<file path="config.mk">
export PLATFORM = sky130hd
export DESIGN_NAME = imm_gen_pipe_flat
export DESIGN_NICKNAME = d
export VERILOG_FILES = /design/src/rtl/imm_gen_pipe_if.sv /design/src/rtl/imm_gen_pipe.sv /design/src/flat_wrapper.sv
export SDC_FILE = /design/constraint.sdc
export NUM_CORES = 1
export LEC_CHECK = 0
export BUFFER_PORTS_ARGS = -buffer_cell sky130_fd_sc_hd__buf_2
export CAP_MARGIN = 10
export CORE_UTILIZATION = 50
export DETAILED_ROUTE_END_ITERATION = 8
export GPL_ROUTABILITY_DRIVEN = 0
export PLACE_DENSITY = 0.79
export SLEW_MARGIN = 20
export SYNTH_ARGS = -nofsm -noshare
export SYNTH_HDL_FRONTEND = slang
export SYNTH_SLANG_ARGS = --single-unit
export TNS_END_PERCENT = 50
</file>
<file path="constraint.sdc">
create_clock -name clk_i -period 2.11 [get_ports clk_i]
set_input_delay 0.422 -clock clk_i [delete_from_list [all_inputs] [get_ports clk_i]]
set_output_delay 0.422 -clock clk_i [all_outputs]
set_load 0.02 [all_outputs]
</file>
<file path="src/rtl/imm_gen_pipe_if.sv">
// imm_gen_pipe_if: decode-stage handshake bundle for the immediate generator.
// The slave modport is the generator's view; the master modport is the decode stage's view.
interface imm_gen_pipe_if #(
    parameter int XLEN  = 32,
    parameter int TAG_W = 32
);
    logic             flush_i;
    logic             in_valid_i;
    logic             in_ready_o;
    logic [31:0]      instr_i;
    logic [TAG_W-1:0] tag_i;
    logic             out_valid_o;
    logic             out_ready_i;
    logic [XLEN-1:0]  imm_o;
    logic [2:0]       fmt_o;
    logic             illegal_o;
    logic [TAG_W-1:0] tag_o;

    modport slave (
        input  flush_i, in_valid_i, instr_i, tag_i, out_ready_i,
        output in_ready_o, out_valid_o, imm_o, fmt_o, illegal_o, tag_o
    );

    modport master (
        output flush_i, in_valid_i, instr_i, tag_i, out_ready_i,
        input  in_ready_o, out_valid_o, imm_o, fmt_o, illegal_o, tag_o
    );
endinterface

</file>
<file path="src/rtl/imm_gen_pipe.sv">
// imm_gen_pipe: RV32I/RV64I immediate generator with a 2-entry skid buffer and flush.
// Define IMM_GEN_ZIMM_EN to decode CSR*I instructions as the ZIMM format.
module imm_gen_pipe #(
    parameter int XLEN  = 32,
    parameter int TAG_W = 32
) (
    input logic          clk_i,
    input logic          rst_i,
    imm_gen_pipe_if.slave bus
);
    typedef enum logic [1:0] {EMPTY, ONE, TWO} state_t;

    typedef struct packed {
        logic [XLEN-1:0]  imm;
        logic [2:0]       fmt;
        logic             ill;
        logic [TAG_W-1:0] tag;
    } ent_t;

    localparam logic [2:0] F_I     = 3'd1;
    localparam logic [2:0] F_S     = 3'd2;
    localparam logic [2:0] F_B     = 3'd3;
    localparam logic [2:0] F_U     = 3'd4;
    localparam logic [2:0] F_J     = 3'd5;
    localparam logic [2:0] F_SHAMT = 3'd6;

    logic [31:0]     w;
    logic [XLEN-1:0] imm_i, imm_s, imm_b, imm_u, imm_j, imm_sh;
    logic            is_sh;
    ent_t            dec;
    state_t          state_q, state_d;
    ent_t            out_q, out_d, skid_q, skid_d;
    logic            acc, pop;

    assign w      = bus.instr_i;
    assign imm_i  = XLEN'($signed(w[31:20]));
    assign imm_s  = XLEN'($signed({w[31:25], w[11:7]}));
    assign imm_b  = XLEN'($signed({w[31], w[7], w[30:25], w[11:8], 1'b0}));
    assign imm_u  = XLEN'($signed({w[31:12], 12'b0}));
    assign imm_j  = XLEN'($signed({w[31], w[19:12], w[20], w[30:21], 1'b0}));
    // Shift amounts widen to 6 bits on RV64; funct7 never leaks into the immediate
    assign imm_sh = (XLEN == 64) ? XLEN'(w[25:20]) : XLEN'(w[24:20]);
    assign is_sh  = (w[14:12] == 3'b001) || (w[14:12] == 3'b101);

`ifdef IMM_GEN_ZIMM_EN
    logic [XLEN-1:0] imm_z;
    assign imm_z = XLEN'(w[19:15]);
`endif

    always_comb begin
        dec     = '0;
        dec.tag = bus.tag_i;
        case (w[6:0])
            7'b0000011, 7'b1100111: begin dec.fmt = F_I; dec.imm = imm_i; end
            7'b1110011: begin
`ifdef IMM_GEN_ZIMM_EN
                dec.fmt = w[14] ? 3'd7 : F_I;
                dec.imm = w[14] ? imm_z : imm_i;
`else
                dec.fmt = F_I;
                dec.imm = imm_i;
`endif
            end
            7'b0010011: begin
                dec.fmt = is_sh ? F_SHAMT : F_I;
                dec.imm = is_sh ? imm_sh : imm_i;
            end
            7'b0100011:             begin dec.fmt = F_S; dec.imm = imm_s; end
            7'b1100011:             begin dec.fmt = F_B; dec.imm = imm_b; end
            7'b0110111, 7'b0010111: begin dec.fmt = F_U; dec.imm = imm_u; end
            7'b1101111:             begin dec.fmt = F_J; dec.imm = imm_j; end
            default:                dec.ill = 1'b1;
        endcase
    end

    assign acc = bus.in_valid_i && (state_q != TWO);
    assign pop = (state_q != EMPTY) && bus.out_ready_i;

    // out_q is the presented head; skid_q only holds data in TWO
    always_comb begin
        state_d = state_q;
        out_d   = out_q;
        skid_d  = skid_q;
        if (bus.flush_i) begin
            state_d = EMPTY;
        end else begin
            case (state_q)
                EMPTY: if (acc) begin
                    out_d   = dec;
                    state_d = ONE;
                end
                ONE: begin
                    if (acc && pop) begin
                        out_d = dec;
                    end else if (acc) begin
                        skid_d  = dec;
                        state_d = TWO;
                    end else if (pop) begin
                        state_d = EMPTY;
                    end
                end
                TWO: if (pop) begin
                    out_d   = skid_q;
                    state_d = ONE;
                end
                default: state_d = EMPTY;
            endcase
        end
    end

    always_ff @(posedge clk_i or negedge rst_i) begin
        if (!rst_i) begin
            state_q <= EMPTY;
            out_q   <= '0;
            skid_q  <= '0;
        end else begin
            state_q <= state_d;
            out_q   <= out_d;
            skid_q  <= skid_d;
        end
    end

    assign bus.in_ready_o  = (state_q != TWO);
    assign bus.out_valid_o = (state_q != EMPTY);
    assign bus.imm_o       = out_q.imm;
    assign bus.fmt_o       = out_q.fmt;
    assign bus.illegal_o   = out_q.ill;
    assign bus.tag_o       = out_q.tag;
endmodule
</file>
<file path="src/flat_wrapper.sv">
// flat-port wrapper written by rule: the top's interface ports become plain ports
module imm_gen_pipe_flat 
#(
    parameter int XLEN  = 32,
    parameter int TAG_W = 32
)
  (clk_i, rst_i, bus_flush_i, bus_in_valid_i, bus_instr_i, bus_tag_i, bus_out_ready_i, bus_in_ready_o, bus_out_valid_o, bus_imm_o, bus_fmt_o, bus_illegal_o, bus_tag_o);
  imm_gen_pipe_if #(.XLEN(XLEN), .TAG_W(TAG_W)) bus_i ();
  input logic clk_i;
  input logic rst_i;
  input wire logic [$bits(bus_i.flush_i)-1:0] bus_flush_i;
  input wire logic [$bits(bus_i.in_valid_i)-1:0] bus_in_valid_i;
  input wire logic [$bits(bus_i.instr_i)-1:0] bus_instr_i;
  input wire logic [$bits(bus_i.tag_i)-1:0] bus_tag_i;
  input wire logic [$bits(bus_i.out_ready_i)-1:0] bus_out_ready_i;
  output wire logic [$bits(bus_i.in_ready_o)-1:0] bus_in_ready_o;
  output wire logic [$bits(bus_i.out_valid_o)-1:0] bus_out_valid_o;
  output wire logic [$bits(bus_i.imm_o)-1:0] bus_imm_o;
  output wire logic [$bits(bus_i.fmt_o)-1:0] bus_fmt_o;
  output wire logic [$bits(bus_i.illegal_o)-1:0] bus_illegal_o;
  output wire logic [$bits(bus_i.tag_o)-1:0] bus_tag_o;
  assign bus_i.flush_i = bus_flush_i;
  assign bus_i.in_valid_i = bus_in_valid_i;
  assign bus_i.instr_i = bus_instr_i;
  assign bus_i.tag_i = bus_tag_i;
  assign bus_i.out_ready_i = bus_out_ready_i;
  assign bus_in_ready_o = bus_i.in_ready_o;
  assign bus_out_valid_o = bus_i.out_valid_o;
  assign bus_imm_o = bus_i.imm_o;
  assign bus_fmt_o = bus_i.fmt_o;
  assign bus_illegal_o = bus_i.illegal_o;
  assign bus_tag_o = bus_i.tag_o;
  imm_gen_pipe #(.XLEN(XLEN), .TAG_W(TAG_W)) u_core (.clk_i(clk_i), .rst_i(rst_i), .bus(bus_i));
endmodule
</file>
Word-level counts from Yosys, hierarchy flattened
Index checks and enable logic that the tools add are counted.
{ "op_classes": {"mux": 15, "div": 0, "n_mul": 0, "addsub": 0, "n_shift": 0, "n_eq_ne": 21, "bitwise": 2, "magnitude_cmp": 0, "reduce_logical": 13} }
{ "ops": {"columns": ["operator", "count"], "rows": [
  ["$pmux W35 S6", 1],
  ["$mux W68", 3],
  ["$pmux W68 S3", 1],
  ["$mux W32", 1],
  ["$eq A7 B7 Y1 const B", 4],
  ["$eq A7 B5 Y1 const B", 2],
  ["$eq A7 B6 Y1 const B", 2],
  ["$mux W2", 6],
  ["$reduce_or A9 Y1", 1],
  ["$reduce_and A4 Y1", 2],
  ["$eq A7 B2 Y1 const B", 1],
  ["$ne A2 B1 Y1 const B", 3],
  ["$ne A3 B2 Y1 const B", 2],
  ["$pmux W2 S3", 1],
  ["$reduce_and A5 Y1", 1],
  ["$ne A4 B2 Y1 const B", 1],
  ["$eq A3 B1 Y1 const B", 1],
  ["$eq A3 B3 Y1 const B", 1],
  ["$logic_and A1 B1 Y1", 3],
  ["$mux W3", 1],
  ["$ne A3 B3 Y1 const B", 1],
  ["$reduce_bool A3 Y1", 1],
  ["$reduce_or A3 Y1", 1],
  ["$eq A2 B1 Y1 const B", 1],
  ["other kinds (8)", 9]
]} }
{ "totals": {"word_cells": 60, "memories": 0, "mem_bits_rw": 0, "regBits": 138, "latchBits": 0, "output_inout_bits": 70, "mem_bits_ro": 0, "inputBits": 69} }

Logic depth before layout (Yosys ltp)
Gate-level depths: netlist (run 1).
{ "logic_depth": {"ltp_word": 7, "depth_mapped": 7, "mapped_depth_nobuf": 6} }

Least setup slack after synthesis (run 1)
Ideal clock, no wire load.
{ "synth_timing": {"path_kind": "input port to flip-flop", "start": "in bus_instr_i[3]", "end": "reg u_core.skid_q[59] (netlist name)", "setup_time_ps": 121, "path_slack_ps": 346, "stages": 7, "required_ps": 1989, "path_buffers": 2, "arrival_ps": 1643, "path_cell_list": "buf_4 nand4bb_1 nor2_4 a221oi_2 buf_4 nand2_1 a22o_1"} }
{ "synth_via": {"elab_chain_cells": 3, "elab_cells_between_ends": 12, "classes_between": "eq/ne (9); mux (1); reduce/logical (2)"} }
{ "synth_lines": {"columns": ["item", "line_no", "text"], "rows": [
  ["start: declaration", "flat_wrapper.sv:13", "input wire logic [$bits(bus_i.instr_i)-1:0] bus_instr_i;"],
  ["$eq A7 B2 Y1 (tied with other cells)", "imm_gen_pipe.sv:53", "case (w[6:0])"],
  ["$reduce_or A3 Y1 (no source line) / $reduce_or A2 Y1 (equally long branches)", null, null],
  ["$pmux W35 S6 (*)", "imm_gen_pipe.sv:53", null],
  ["end signal: assignment", "imm_gen_pipe.sv:119", "skid_q <= skid_d;"],
  ["end: declaration", "imm_gen_pipe.sv:32", "ent_t out_q, out_d, skid_q, skid_d;"]
]} }
Mark *: on every way between the ends. The rest lies on a longest branch, timed or not.
A chain may end at the register's enable or synchronous reset.

Worst setup path after layout (run 1)
{ "layout_timing": {"start": "reg u_core.state_q[1]", "end": "reg u_core.skid_q[41] (netlist name)"} }
{ "layout_via": {"elab_chain_cells": 5, "elab_cells_between_ends": 8, "classes_between": "eq/ne (2); bitwise (1); reduce/logical (5)"} }
{ "layout_lines": {"columns": ["item", "line_no", "text"], "rows": [
  ["start: declaration", "imm_gen_pipe.sv:31", "state_t state_q, state_d;"],
  ["start signal: assignment", "imm_gen_pipe.sv:117", "state_q <= state_d;"],
  ["$ne A2 B2 Y1 / $reduce_bool A2 Y1 (equally long branches)", "imm_gen_pipe.sv:76, imm_gen_pipe.sv:77", null],
  ["$logic_and A1 B1 Y1 (on tied branches)", "imm_gen_pipe.sv:76, imm_gen_pipe.sv:77", null],
  ["$logic_and A1 B1 Y1", "imm_gen_pipe.sv:93", "if (acc && pop) begin"],
  ["$not A1 Y1 (no source line)", null, null],
  ["$reduce_and A4 Y1 (no source line) (*)", null, null]
]} }
Marks and branches as above.

==> results of run 1 <==
[worst register-to-register path: stages (launching register included)]
cell and delay (ps):
sky130_fd_sc_hd__dfrtp_1 440, sky130_fd_sc_hd__nand2b_1 220, sky130_fd_sc_hd__or3_2 540, sky130_fd_sc_hd__nor3_4 220, sky130_fd_sc_hd__nor2b_4 230, sky130_fd_sc_hd__a22o_1 150
[metrics by stage]
| stage | total power [uW] | cells | worst slack (ps) |
|---|---|---|---|
| 2_1_floorplan | 3950 | 724 | 346 |
| 3_3_place_gp | 4380 | 999 | 83.5 |
| 3_5_place_dp | 4420 | 999 | 40.1 |
| 4_1_cts | 7150 | 1030 | 242 |
| 5_1_grt | 7430 | 1030 | 151 |
| 6_report | 7080 | 1030 | 253 |
[Yosys cell counts (2+ instances only)]
cell                        number
sky130_fd_sc_hd__nand2_1       248
sky130_fd_sc_hd__dfrtp_1       138
sky130_fd_sc_hd__nor2_1         55
sky130_fd_sc_hd__o21ai_0        49
sky130_fd_sc_hd__a31oi_1        36
sky130_fd_sc_hd__clkbuf_1       30
sky130_fd_sc_hd__a22o_1         17
sky130_fd_sc_hd__a21oi_1        15
sky130_fd_sc_hd__and3_1         15
sky130_fd_sc_hd__buf_2          15
sky130_fd_sc_hd__o21ai_1        13
sky130_fd_sc_hd__a21boi_0        8
sky130_fd_sc_hd__nor3_1          8
sky130_fd_sc_hd__a2bb2oi_1       6
sky130_fd_sc_hd__o31ai_1         5
sky130_fd_sc_hd__nand3_1         4
sky130_fd_sc_hd__nor2b_1         4
sky130_fd_sc_hd__o2111ai_1       4
sky130_fd_sc_hd__o211ai_1        4
sky130_fd_sc_hd__and2_1          3
sky130_fd_sc_hd__buf_4           3
sky130_fd_sc_hd__nand2b_1        3
sky130_fd_sc_hd__nand3b_1        3
sky130_fd_sc_hd__a211oi_1        2
sky130_fd_sc_hd__a21o_1          2
sky130_fd_sc_hd__a32oi_1         2
sky130_fd_sc_hd__and3b_1         2
sky130_fd_sc_hd__buf_1           2
sky130_fd_sc_hd__clkbuf_2        2
sky130_fd_sc_hd__or2_2           2
sky130_fd_sc_hd__or3_1           2
[layout make-up]
type	instances	area, sq um
fillers	1076	4390
well taps	168	210
clock inverters	9	75.1
clock buffers	21	460
inverters	2	7.51
repair buffers	161	947
flip-flops and latches	138	3450
multi-input cells	531	2670
[layer usage]
layer  vias up  global-route usage (%)  wire length (microns)
met5         -                       0                      0
met4         0                    6.58                    122
met3        10                    6.46                    993
met2       189                    40.0                   7340
met1      2604                    34.2                   7070
li1       2716                       -                      -
[power by group]
group	switching, uW	internal (uW)	leakage, uW
logic	716	427	0.00181
registers	201	3040	0.00175
clock network	1050	1650	0.000264
total	1970	5120	0.00383
[registers in the layout (all words and copies together), names as in the netlist]
register              count
u_core.skid_q            68
u_core.bus.illegal_o      1
u_core.bus.fmt_o          3
u_core.bus.imm_o         32
u_core.bus.tag_o         32
u_core.state_q            2
[worst max-delay path by stage]
stage / from / endpoint / slack, ps / depth (start not counted)
after detailed placement: bus_instr_i[2] / u_core.skid_q[44] / 40 / 6
after global placement: bus_instr_i[2] / u_core.skid_q[44] / 80 / 6
final: u_core.state_q[1] / u_core.skid_q[41] / 250 / 5
after global routing: u_core.state_q[1] / u_core.skid_q[43] / 150 / 5
after CTS: u_core.state_q[1] / u_core.skid_q[46] / 240 / 5
after floorplan: bus_instr_i[3] / u_core.skid_q[59] / 350 / 7
[cells by family (layout without fill, tap and decap cells)]
logic type	after synthesis	count (layout)	synth area share (%)
multiplexers	1	1	0.158
XOR/XNOR	2	2	0.276
AO/OA/AOI/OAI	169	169	17.2
buffers and inverters	55	193	3.89
AND/OR/NAND/NOR	359	359	24.0
flip-flops	138	138	54.4
[repair_timing]
item / in CTS / in global routing
buffers inserted: 0 / 0
endpoints found under the hold margin: 45 / 0
hold buffers: 1 / 0
resized for setup: 0 / 0
==> flow_summary.html, run 1 <==
<table>
<tr><th>Metric</th><th>Value</th></tr>
<tr><th colspan="2">Yosys</th></tr>
<tr><td>Proportion of synthesized flip-flops having asynchronous set or reset</td><td>100%</td></tr>
<tr><td>Portion of synthesized cell area occupied by the leading cell type</td><td>between 50% and 60%</td></tr>
<tr><td>Distinct cell type count after synthesis</td><td>53</td></tr>
<tr><td>Post-synth EDFFs</td><td>0</td></tr>
<tr><td>Most common flop cell mapped by yosys</td><td>sky130_fd_sc_hd__dfrtp_1</td></tr>
<tr><td>Netlist area before placement</td><td>around 0.0063 sq mm</td></tr>
<tr><td>Library cell with the largest summed area after synthesis</td><td>sky130_fd_sc_hd__dfrtp_1</td></tr>
<tr><td>Total number of yosys warnings</td><td>0</td></tr>
<tr><td>Mean post-synth cell area</td><td>between 8 and 9 sq um</td></tr>
<tr><td>Sequential area share after synthesis</td><td>between 50% and 60%</td></tr>
<tr><td>Synth Register Bits</td><td>138</td></tr>
<tr><td>Most area-consuming cells after synthesis</td><td>sky130_fd_sc_hd__dfrtp_1, sky130_fd_sc_hd__nand2_1, sky130_fd_sc_hd__o21ai_0</td></tr>
<tr><td>Number of nets produced by synthesis</td><td>slightly below 800</td></tr>
<tr><td>Cell count after synthesis</td><td>724</td></tr>
<tr><th colspan="2">Worst setup path</th></tr>
<tr><td>Cell-by-cell listing of the critical path</td><td>nand2b_1 &gt; or3_2 &gt; nor3_4 &gt; nor2b_4 &gt; a22o_1</td></tr>
<tr><td>CP Class</td><td>flop to flop</td></tr>
<tr><td>CP Launch Type</td><td>flop</td></tr>
<tr><td>End of the worst register-to-register path</td><td>u_core.skid_q[41]</td></tr>
<tr><td>Launch point of the worst reg-to-reg path</td><td>u_core.state_q[1]</td></tr>
<tr><td>Reg-to-reg setup timing slack</td><td>250 ps</td></tr>
<tr><td>Worst setup EP type</td><td>flop</td></tr>
<tr><td>Buffers plus inverters on the worst setup path</td><td>0</td></tr>
<tr><td>Cell type of the slowest stage on the worst timing path</td><td>sky130_fd_sc_hd__or3_2</td></tr>
<tr><td>Worst-path fanout max</td><td>7</td></tr>
<tr><td>Worst r2r path cells</td><td>5</td></tr>
<tr><td>Slowest Stage Delay on Critical Path</td><td>540 ps</td></tr>
<tr><td>Data required time at the worst endpoint</td><td>2460 ps</td></tr>
<tr><td>Critical path data arrival time</td><td>2210 ps</td></tr>
<tr><td>Family of cells with the greatest summed delay on the critical path</td><td>simple AND/OR/NAND/NOR gates</td></tr>
<tr><th colspan="2">Layout</th></tr>
<tr><td>Utilization of the core after routing</td><td>64.1%</td></tr>
<tr><td>Final nets</td><td>slightly above 900</td></tr>
<tr><td>Layout cell share with drive strength beyond 1</td><td>about a quarter</td></tr>
<tr><td>Layout Cell Area excl Fill</td><td>0.00782 sq mm</td></tr>
<tr><td>Area Growth Syn to Fin</td><td>23.3%</td></tr>
<tr><td>Leading cell type in the layout, fill and taps excluded</td><td>sky130_fd_sc_hd__nand2_1</td></tr>
<tr><td>Commonest cells after routing, fill and taps aside</td><td>sky130_fd_sc_hd__nand2_1, sky130_fd_sc_hd__dfrtp_1, sky130_fd_sc_hd__buf_2, sky130_fd_sc_hd__nor2_1, sky130_fd_sc_hd__o21ai_0</td></tr>
<tr><td>Ant. Diodes</td><td>0</td></tr>
<tr><th colspan="2">Global routing</th></tr>
<tr><td>Largest net degree at the start of global routing</td><td>65</td></tr>
<tr><td>Overall routing resource usage</td><td>between 20% and 30%</td></tr>
<tr><td>Global-route wire length before repair</td><td>25.4 mm</td></tr>
<tr><td>Total congestion overflow</td><td>0</td></tr>
<tr><td>Number of antenna violations at the first check in global routing</td><td>0</td></tr>
<tr><td>Via count of the first global-routing pass</td><td>5200</td></tr>
<tr><th colspan="2">Clock tree</th></tr>
<tr><td>Clock network latency to the later pin of the worst-skew pair</td><td>410 ps</td></tr>
<tr><td>Cell at the root of the clock tree</td><td>sky130_fd_sc_hd__clkbuf_16</td></tr>
<tr><td>Sinks on Clock Net</td><td>138</td></tr>
<tr><td>Max Root-Sink Buffers</td><td>2</td></tr>
<tr><td>H-Tree Level Count</td><td>4</td></tr>
<tr><td>Clock tree from TritonCTS</td><td>built</td></tr>
<tr><td>Clock Pin Slew Worst Setup and Hold Paths</td><td>60 ps</td></tr>
<tr><td>Cts bufs inserted</td><td>17</td></tr>
<tr><th colspan="2">STA</th></tr>
<tr><td>Worst slew pin tran</td><td>652 ps</td></tr>
<tr><td>Share of the clock period used by the worst path</td><td>88.0%</td></tr>
<tr><td>Count of final setup violators</td><td>0</td></tr>
<tr><td>Maximum clock frequency</td><td>approximately 0.54 GHz</td></tr>
<tr><td>Count of final hold-check violations</td><td>0</td></tr>
<tr><td>Clock period minus final worst setup slack</td><td>1860 ps</td></tr>
<tr><td>Clock tree skew after final layout</td><td>6.49 ps</td></tr>
<tr><td>Pins Over Slew Limit</td><td>0</td></tr>
<tr><td>Total negative slack</td><td>0 ps</td></tr>
<tr><td>Setup repair after global routing missed its margin</td><td>no</td></tr>
<tr><td>Tightest hold margin</td><td>about 220 ps</td></tr>
<tr><td>Remaining max-slew budget at the tightest pin</td><td>56.4%</td></tr>
<tr><th colspan="2">Power and ir drop</th></tr>
<tr><td>Static Leakage</td><td>0.00383 uW</td></tr>
<tr><td>Power density of the placed cells</td><td>905 mW/mm^2</td></tr>
<tr><td>Peak VDD IR</td><td>roughly 0.00064 V</td></tr>
<tr><th colspan="2">Detailed routing</th></tr>
<tr><td>Wire length after detailed routing</td><td>15.5 mm</td></tr>
<tr><td>DRC violation count after routing</td><td>0</td></tr>
<tr><td>Via count</td><td>5519</td></tr>
<tr><td>Via density per instance</td><td>5.36</td></tr>
<tr><td>DRT antenna net count</td><td>0</td></tr>
<tr><td>Number of DRC markers in iteration 0</td><td>between 400 and 500</td></tr>
<tr><td>1st-pass router iterations</td><td>5</td></tr>
<tr><td>Wire length per cell</td><td>15.1 microns</td></tr>
<tr><th colspan="2">Floorplanning</th></tr>
<tr><td>Placeable Area</td><td>0.0122 sq mm</td></tr>
<tr><td>Number of rows in the core area</td><td>40</td></tr>
<tr><td>Initial standard-cell utilization of the core</td><td>~52%</td></tr>
<tr><td>Height of the die</td><td>115 microns</td></tr>
<tr><td>I/O pin count</td><td>139</td></tr>
<tr><td>DIE WIDTH</td><td>115 microns</td></tr>
<tr><td>Die footprint</td><td>0.0131 sq mm</td></tr>
<tr><th colspan="2">Hold path</th></tr>
<tr><td>Worst Hold Class</td><td>primary input to flop</td></tr>
<tr><td>Worst min-delay path startpoint</td><td>bus_tag_i[24]</td></tr>
<tr><td>Worst Hold Depth</td><td>3</td></tr>
<tr><td>Worst Hold Endpoint</td><td>u_core.skid_q[24]</td></tr>
<tr><th colspan="2">Place</th></tr>
<tr><td>Number of port buffers</td><td>approximately 140</td></tr>
<tr><td>Cell area after placement</td><td>0.00728 sq mm</td></tr>
<tr><td>HPWL reported at the end of detailed placement</td><td>roughly 10 mm</td></tr>
<tr><th colspan="2">Outcome</th></tr>
<tr><td>Result of the run</td><td>finished clean</td></tr>
<tr><th colspan="2">Flow run</th></tr>
<tr><td>Max capacitance violation total</td><td>0</td></tr>
</table>
No activity file was read; power rests on OpenSTA's default activity.
==> run 2, diff against run 1 <==
Clock period 2.11 ns to 1.8 ns, I/O delays scaled along.
==> run 2 against run 1 <==
  * Via count is 4.3% higher
  * Critical path depth stayed put
  * Clock skew is 1.1 ps lower
  * Non-clock buffer count is 28 higher
  * Setup slack worse by 210 ps
  * First-iteration DRC count is 5.9% higher
  * Die area stayed put
  * Largest power group unchanged
  * Highest routed layer unchanged
==> flow_summary.html, run 2 (same netlist as run 1, synthesis figures left out) <==
<table>
<tr><th>Metric</th><th>Value</th></tr>
<tr><th colspan="2">Worst setup path</th></tr>
<tr><td>Cell type of the slowest stage on the worst timing path</td><td>sky130_fd_sc_hd__dfrtp_1</td></tr>
<tr><td>Buffers plus inverters on the worst setup path</td><td>4</td></tr>
<tr><td>Worst-path fanout max</td><td>5</td></tr>
<tr><td>CP Class</td><td>flop to output pin</td></tr>
<tr><td>Cell-by-cell listing of the critical path</td><td>buf_4 &gt; nor2b_4 &gt; inv_4 &gt; buf_12 &gt; buf_4</td></tr>
<tr><td>CP Launch Type</td><td>flop</td></tr>
<tr><td>Slowest Stage Delay on Critical Path</td><td>370 ps</td></tr>
<tr><td>Worst setup EP type</td><td>output pin</td></tr>
<tr><td>Critical path data arrival time</td><td>1390 ps</td></tr>
<tr><td>Family of cells with the greatest summed delay on the critical path</td><td>buffers and inverters</td></tr>
<tr><td>Depth of the critical timing path with buffers and inverters included</td><td>5</td></tr>
<tr><td>Worst r2r path cells</td><td>5</td></tr>
<tr><td>Most used cell, CP</td><td>sky130_fd_sc_hd__buf_4</td></tr>
<tr><td>Data required time at the worst endpoint</td><td>approximately 1400 ps</td></tr>
<tr><th colspan="2">Detailed routing</th></tr>
<tr><td>DRC violation count after routing</td><td>0</td></tr>
<tr><td>Number of DRC markers in iteration 0</td><td>between 400 and 500</td></tr>
<tr><td>Wire length per cell</td><td>15.5 microns</td></tr>
<tr><td>1st-pass router iterations</td><td>6</td></tr>
<tr><td>Via count</td><td>~5800</td></tr>
<tr><td>Via density per instance</td><td>between 5 and 6</td></tr>
<tr><td>DRT antenna net count</td><td>0</td></tr>
<tr><td>Wire length after detailed routing</td><td>16.4 mm</td></tr>
<tr><th colspan="2">STA</th></tr>
<tr><td>Count of final setup violators</td><td>0</td></tr>
<tr><td>Pins Over Slew Limit</td><td>0</td></tr>
<tr><td>Worst slew pin tran</td><td>~620 ps</td></tr>
<tr><td>Setup repair after global routing missed its margin</td><td>yes</td></tr>
<tr><td>Maximum clock frequency</td><td>roughly 0.57 GHz</td></tr>
<tr><td>Clock tree skew after final layout</td><td>5.38 ps</td></tr>
<tr><td>Clock period minus final worst setup slack</td><td>1750 ps</td></tr>
<tr><td>Count of final hold-check violations</td><td>0</td></tr>
<tr><td>Remaining max-slew budget at the tightest pin</td><td>58.6%</td></tr>
<tr><td>Tightest hold margin</td><td>153 ps</td></tr>
<tr><td>Share of the clock period used by the worst path</td><td>97.4%</td></tr>
<tr><th colspan="2">Layout</th></tr>
<tr><td>Ant. Diodes</td><td>0</td></tr>
<tr><td>Most flop-heavy register</td><td>u_core.skid_q</td></tr>
<tr><td>Sequential cell area in the final layout</td><td>0.00345 sq mm</td></tr>
<tr><td>Multi-input logic area</td><td>0.00268 sq mm</td></tr>
<tr><td>Flip-flop count of the largest register, all copies and words added</td><td>68</td></tr>
<tr><td>Area Growth Syn to Fin</td><td>30.1%</td></tr>
<tr><td>Final nets</td><td>948</td></tr>
<tr><td>Leading cell type in the layout, fill and taps excluded</td><td>sky130_fd_sc_hd__nand2_1</td></tr>
<tr><td>Fill cell instance count of the final layout</td><td>1014</td></tr>
<tr><td>Commonest cells after routing, fill and taps aside</td><td>sky130_fd_sc_hd__nand2_1, sky130_fd_sc_hd__dfrtp_1, sky130_fd_sc_hd__buf_2, sky130_fd_sc_hd__nor2_1, sky130_fd_sc_hd__o21ai_0</td></tr>
<tr><td>Layout Cell Area excl Fill</td><td>0.00825 sq mm</td></tr>
<tr><td>Layout cell share with drive strength beyond 1</td><td>between 20% and 30%</td></tr>
<tr><th colspan="2">Global routing</th></tr>
<tr><td>Overall routing resource usage</td><td>a little over a quarter</td></tr>
<tr><td>Via count of the first global-routing pass</td><td>around 5500</td></tr>
<tr><td>Largest net degree at the start of global routing</td><td>57</td></tr>
<tr><td>Number of antenna violations at the first check in global routing</td><td>0</td></tr>
<tr><td>Global-route wire length before repair</td><td>27.0 mm</td></tr>
<tr><td>Total congestion overflow</td><td>0</td></tr>
<tr><th colspan="2">Clock tree</th></tr>
<tr><td>Max Root-Sink Buffers</td><td>2</td></tr>
<tr><td>Cts bufs inserted</td><td>17</td></tr>
<tr><td>H-Tree Level Count</td><td>4</td></tr>
<tr><td>Clock network latency to the later pin of the worst-skew pair</td><td>410 ps</td></tr>
<tr><td>Clock tree from TritonCTS</td><td>built</td></tr>
<tr><td>Sinks on Clock Net</td><td>138</td></tr>
<tr><td>Cell at the root of the clock tree</td><td>sky130_fd_sc_hd__clkbuf_16</td></tr>
<tr><td>Clock Pin Slew Worst Setup and Hold Paths</td><td>50 ps</td></tr>
<tr><th colspan="2">Floorplanning</th></tr>
<tr><td>Placeable Area</td><td>between 0.01 and 0.015 sq mm</td></tr>
<tr><td>Number of rows in the core area</td><td>40</td></tr>
<tr><td>Initial standard-cell utilization of the core</td><td>51.9%</td></tr>
<tr><td>Die footprint</td><td>~0.013 sq mm</td></tr>
<tr><td>I/O pin count</td><td>139</td></tr>
<tr><td>DIE WIDTH</td><td>115 microns</td></tr>
<tr><td>Height of the die</td><td>115 microns</td></tr>
<tr><th colspan="2">Hold path</th></tr>
<tr><td>Worst Hold Class</td><td>primary input to flop</td></tr>
<tr><td>Worst Hold Depth</td><td>3</td></tr>
<tr><th colspan="2">Power and ir drop</th></tr>
<tr><td>Power density of the placed cells</td><td>1080 mW/mm^2</td></tr>
<tr><td>Static Leakage</td><td>0.00407 uW</td></tr>
<tr><td>Peak VDD IR</td><td>0.000702 V</td></tr>
<tr><th colspan="2">Flow run</th></tr>
<tr><td>Max capacitance violation total</td><td>0</td></tr>
<tr><th colspan="2">Place</th></tr>
<tr><td>Cell area after placement</td><td>about 0.0075 sq mm</td></tr>
<tr><td>HPWL reported at the end of detailed placement</td><td>10.5 mm</td></tr>
<tr><td>Number of port buffers</td><td>138</td></tr>
<tr><th colspan="2">Outcome</th></tr>
<tr><td>Result of the run</td><td>finished clean</td></tr>
</table>
-- run 2: changes by cell type in the layout (fill, tap and decap cells not counted), sizes merged --
cell	previous run	this run
buf	160	186
clkinv	6	2
bufinv	1	4
clkbuf	21	24
bufbuf	0	2
clkinvlp	2	1
-- run 2: repair_timing --
action,CTS,global route
resized for setup,3,2
endpoints found under the hold margin,42,0
hold buffers,1,0
pin swaps,0,1
setup buffers,3,2
endpoints found under the setup margin,1,50
cloned,2,0
-- run 2: final timing paths --
kind / from / end / slack (ps)
worst max-delay path: u_core.state_q[0] / bus_in_ready_o / 50
worst max register to register: u_core.state_q[0] / u_core.skid_q[66] / 90
worst min-delay path: bus_tag_i[14] / u_core.skid_q[14] / 150
worst min register to register: u_core.skid_q[29] / u_core.skid_q[29] / 470
max in group asynchronous: rst_i / u_core.bus.imm_o[12] / 770
min in group asynchronous: rst_i / u_core.bus.tag_o[26] / 450
-- run 2: through the flow --
stage	util (%)	setup slack [ps]	total power, uW	instances	TNS [ps]
2_1_floorplan	-	97.9	4630	724	0
3_3_place_gp	61.4	-52.0	5180	1020	-584
3_5_place_dp	61.4	-89.2	5230	1020	-1430
4_1_cts	67.4	7.02	8990	1057	0
5_1_grt	67.6	-8.34	9330	1059	-8.34
6_report	67.6	47.4	8930	1059	0
-- run 2: final cells by class --
cell class                      count  area share, %
Multi-Input combinational cell    531           32.4
Clock inverter                      7           1.67
Inverter                            2          0.121
Timing Repair Buffer              189           15.5
Sequential cell                   138           41.8
Clock buffer                       24           5.96
Tap cell                          168           2.55
-- run 2: power breakdown --
| group | total, uW | internal (uW) | switching, uW |
|---|---|---|---|
| registers | 3800 | 3560 | 239 |
| logic | 1410 | 550 | 861 |
| clock network | 3720 | 2460 | 1270 |
| total | 8930 | 6560 | 2370 |
-- run 2: routing by layer --
metal / vias up / track usage, % / wire (microns)
met1: 2748 / 35.5 / 7290
met3: 31 / 6.41 / 1090
met5: - / 0 / 0
li1: 2776 / - / -
met4: 0 / 9.96 / 288
met2: 200 / 42.9 / 7760
-- run 2: tightest hold or removal path, delay by kind of cell --
family	cells	cell delay, ps
AND/OR/NAND/NOR	2	80
buffers and inverters	1	90
==> run 3, diff against run 2 <==
==> constraint.sdc (replaced) <==
create_clock -name clk_i -period 1.8 [get_ports clk_i]
set_input_delay 0.27 -clock clk_i [delete_from_list [all_inputs] [get_ports clk_i]]
set_output_delay 0.27 -clock clk_i [all_outputs]
set_load 0.02 [all_outputs]
==> run 3 against run 2 <==
  * Global-route usage decreased by 1.6 points
  * Sequential power about the same
  * Setup slack improved by 9.0 ps
  * Via count decreased by 2.3%
  * Flip-flop and latch count unchanged
  * Count of clock-buffer cells in the layout increased by 1
  * Die area unchanged
  * Sequential share of layout area increased by 0.89 points
==> flow_summary.html, run 3 (same netlist as run 1, synthesis figures left out) <==
<table>
<tr><th>Metric</th><th>Value</th></tr>
<tr><th colspan="2">Outcome</th></tr>
<tr><td>Result of the run</td><td>finished clean</td></tr>
<tr><th colspan="2">Worst setup path</th></tr>
<tr><td>Worst-path fanout max</td><td>12</td></tr>
<tr><td>Family of cells with the greatest summed delay on the critical path</td><td>buffers and inverters</td></tr>
<tr><td>Worst setup EP type</td><td>output pin</td></tr>
<tr><td>Reg-to-reg setup timing slack</td><td>130 ps</td></tr>
<tr><td>End of the worst register-to-register path</td><td>u_core.bus.imm_o[20]</td></tr>
<tr><td>CP Class</td><td>flop to output pin</td></tr>
<tr><td>Worst r2r path cells</td><td>7</td></tr>
<tr><td>Launch point of the worst reg-to-reg path</td><td>u_core.state_q[1]</td></tr>
<tr><td>Slowest Stage Delay on Critical Path</td><td>roughly 390 ps</td></tr>
<tr><td>Buffers plus inverters on the worst setup path</td><td>4</td></tr>
<tr><td>Cell-by-cell listing of the critical path</td><td>buf_6 &gt; nor2b_4 &gt; inv_4 &gt; buf_12 &gt; buf_4</td></tr>
<tr><td>Critical path data arrival time</td><td>1470 ps</td></tr>
<tr><td>Data required time at the worst endpoint</td><td>roughly 1500 ps</td></tr>
<tr><td>CP Launch Type</td><td>flop</td></tr>
<tr><td>Cell type of the slowest stage on the worst timing path</td><td>sky130_fd_sc_hd__dfrtp_1</td></tr>
<tr><th colspan="2">Clock tree</th></tr>
<tr><td>Clock Pin Slew Worst Setup and Hold Paths</td><td>60 ps</td></tr>
<tr><td>Clock tree from TritonCTS</td><td>built</td></tr>
<tr><td>Max Root-Sink Buffers</td><td>2</td></tr>
<tr><td>Sinks on Clock Net</td><td>138</td></tr>
<tr><td>Cts bufs inserted</td><td>17</td></tr>
<tr><td>Clock network latency to the later pin of the worst-skew pair</td><td>410 ps</td></tr>
<tr><td>Cell at the root of the clock tree</td><td>sky130_fd_sc_hd__clkbuf_16</td></tr>
<tr><td>H-Tree Level Count</td><td>4</td></tr>
<tr><th colspan="2">Detailed routing</th></tr>
<tr><td>Number of DRC markers in iteration 0</td><td>between 400 and 500</td></tr>
<tr><td>Wire length after detailed routing</td><td>16.0 mm</td></tr>
<tr><td>DRC violation count after routing</td><td>0</td></tr>
<tr><td>DRT antenna net count</td><td>0</td></tr>
<tr><td>Wire length per cell</td><td>15.3 microns</td></tr>
<tr><td>Via density per instance</td><td>roughly 5.4</td></tr>
<tr><td>1st-pass router iterations</td><td>5</td></tr>
<tr><td>Via count</td><td>5620</td></tr>
<tr><th colspan="2">Power and ir drop</th></tr>
<tr><td>Static Leakage</td><td>0.00397 uW</td></tr>
<tr><td>Power density of the placed cells</td><td>1080 mW/mm^2</td></tr>
<tr><td>Peak VDD IR</td><td>slightly below 0.0007 V</td></tr>
<tr><th colspan="2">Layout</th></tr>
<tr><td>Most flop-heavy register</td><td>u_core.skid_q</td></tr>
<tr><td>Fill cell instance count of the final layout</td><td>1029</td></tr>
<tr><td>Layout cell share with drive strength beyond 1</td><td>25.0%</td></tr>
<tr><td>Leading cell type in the layout, fill and taps excluded</td><td>sky130_fd_sc_hd__nand2_1</td></tr>
<tr><td>Final nets</td><td>936</td></tr>
<tr><td>Flip-flop count of the largest register, all copies and words added</td><td>68</td></tr>
<tr><td>Commonest cells after routing, fill and taps aside</td><td>sky130_fd_sc_hd__nand2_1, sky130_fd_sc_hd__dfrtp_1, sky130_fd_sc_hd__buf_2, sky130_fd_sc_hd__nor2_1, sky130_fd_sc_hd__o21ai_0</td></tr>
<tr><td>Sequential cell area in the final layout</td><td>0.00345 sq mm</td></tr>
<tr><td>Post-layout instance count excluding filler cells</td><td>roughly 1000</td></tr>
<tr><td>Multi-input logic area</td><td>0.00268 sq mm</td></tr>
<tr><td>Area Growth Syn to Fin</td><td>27.4%</td></tr>
<tr><td>Ant. Diodes</td><td>0</td></tr>
<tr><th colspan="2">Global routing</th></tr>
<tr><td>Via count of the first global-routing pass</td><td>about 5000</td></tr>
<tr><td>Global-route wire length before repair</td><td>25.4 mm</td></tr>
<tr><td>Number of antenna violations at the first check in global routing</td><td>0</td></tr>
<tr><td>Overall routing resource usage</td><td>25.1%</td></tr>
<tr><td>Total congestion overflow</td><td>0</td></tr>
<tr><td>Largest net degree at the start of global routing</td><td>65</td></tr>
<tr><th colspan="2">STA</th></tr>
<tr><td>Clock tree skew after final layout</td><td>8.27 ps</td></tr>
<tr><td>Count of final setup violators</td><td>0</td></tr>
<tr><td>Count of final hold-check violations</td><td>0</td></tr>
<tr><td>Clock period minus final worst setup slack</td><td>1740 ps</td></tr>
<tr><td>Tightest hold margin</td><td>65.5 ps</td></tr>
<tr><td>Worst slew pin tran</td><td>652 ps</td></tr>
<tr><td>Share of the clock period used by the worst path</td><td>between 90% and 100%</td></tr>
<tr><td>Maximum clock frequency</td><td>~0.57 GHz</td></tr>
<tr><td>Pins Over Slew Limit</td><td>0</td></tr>
<tr><td>Remaining max-slew budget at the tightest pin</td><td>56.4%</td></tr>
<tr><th colspan="2">Floorplanning</th></tr>
<tr><td>Die footprint</td><td>approximately 0.013 sq mm</td></tr>
<tr><td>Number of rows in the core area</td><td>40</td></tr>
<tr><td>Placeable Area</td><td>0.0122 sq mm</td></tr>
<tr><td>Height of the die</td><td>115 microns</td></tr>
<tr><td>DIE WIDTH</td><td>between 100 and 150 microns</td></tr>
<tr><td>I/O pin count</td><td>139</td></tr>
<tr><td>Initial standard-cell utilization of the core</td><td>51.9%</td></tr>
<tr><th colspan="2">Place</th></tr>
<tr><td>Number of port buffers</td><td>138</td></tr>
<tr><td>Number of instances in the placed design</td><td>1008</td></tr>
<tr><td>HPWL reported at the end of detailed placement</td><td>10.5 mm</td></tr>
<tr><th colspan="2">Hold path</th></tr>
<tr><td>Worst min-delay path startpoint</td><td>bus_tag_i[24]</td></tr>
<tr><td>Worst Hold Endpoint</td><td>u_core.skid_q[24]</td></tr>
<tr><td>Worst Hold Class</td><td>primary input to flop</td></tr>
<tr><td>Worst Hold Depth</td><td>3</td></tr>
<tr><th colspan="2">Flow run</th></tr>
<tr><td>Max capacitance violation total</td><td>0</td></tr>
</table>
## run 3: worst max-delay path by stage
| stage | start | to | slack [ps] | cells past startpoint |
|---|---|---|---|---|
| after global placement | bus_instr_i[2] | u_core.skid_q[45] | -0.7 | 6 |
| after global routing | u_core.state_q[0] | bus_in_ready_o | -7 | 5 |
| after detailed placement | bus_instr_i[2] | u_core.skid_q[44] | -60 | 6 |
| after floorplan | u_core.state_q[1] | u_core.skid_q[41] | 190 | 6 |
| final | u_core.state_q[0] | bus_in_ready_o | 60 | 5 |
| after CTS | u_core.state_q[0] | bus_in_ready_o | 7 | 5 |
## run 3: per-stage QoR
| step | setup TNS [ps] | cell area, sq um | utilization (%) | worst slack, ps | total power, uW |
|---|---|---|---|---|---|
| after floorplan | 0 | 6340 | - | 186 | 4630 |
| after global placement | -1.88 | 7320 | 59.9 | -0.739 | 5140 |
| after detailed placement | -388 | 7320 | 59.9 | -57.6 | 5190 |
| after CTS | 0 | 7960 | 65.2 | 7.19 | 8780 |
| after global routing | -6.83 | 8080 | 66.2 | -6.83 | 9170 |
| final | 0 | 8080 | 66.2 | 56.4 | 8750 |
## run 3: routing by layer
layer | track usage [%] | routed length [microns] | vias to the layer above
li1 | - | - | 2744
met1 | 34.7 | 7220 | 2654
met2 | 39.8 | 7650 | 207
met3 | 6.25 | 1040 | 15
met4 | 6.41 | 102 | 0
met5 | 0 | 0 | -
## run 3: report_power, final
| group | switching [uW] | internal, uW |
|---|---|---|
| Sequential | 232 | 3560 |
| Combinational | 851 | 531 |
| Clock | 1250 | 2320 |
## run 3: layout make-up
cell class,instances,area share (%)
Clock buffer,25,6.13
Clock inverter,7,1.39
Inverter,2,0.124
Multi-Input combinational cell,531,33.1
Sequential cell,138,42.7
Tap cell,168,2.60
Timing Repair Buffer,177,13.9
## run 3: tightest hold or removal path, cell delays in order
cell	delay (ps)
sky130_fd_sc_hd__buf_2	90
sky130_fd_sc_hd__nand2_1	40
sky130_fd_sc_hd__nand2_1	40
## run 3: timing repair
action                     CTS  global route
pin swaps                    0             1
setup buffers                1             4
hold endpoints to repair    35             0
gates cloned                 0             2
gates resized for setup      4             5
hold buffers                 1             0
setup endpoints to repair    1            49
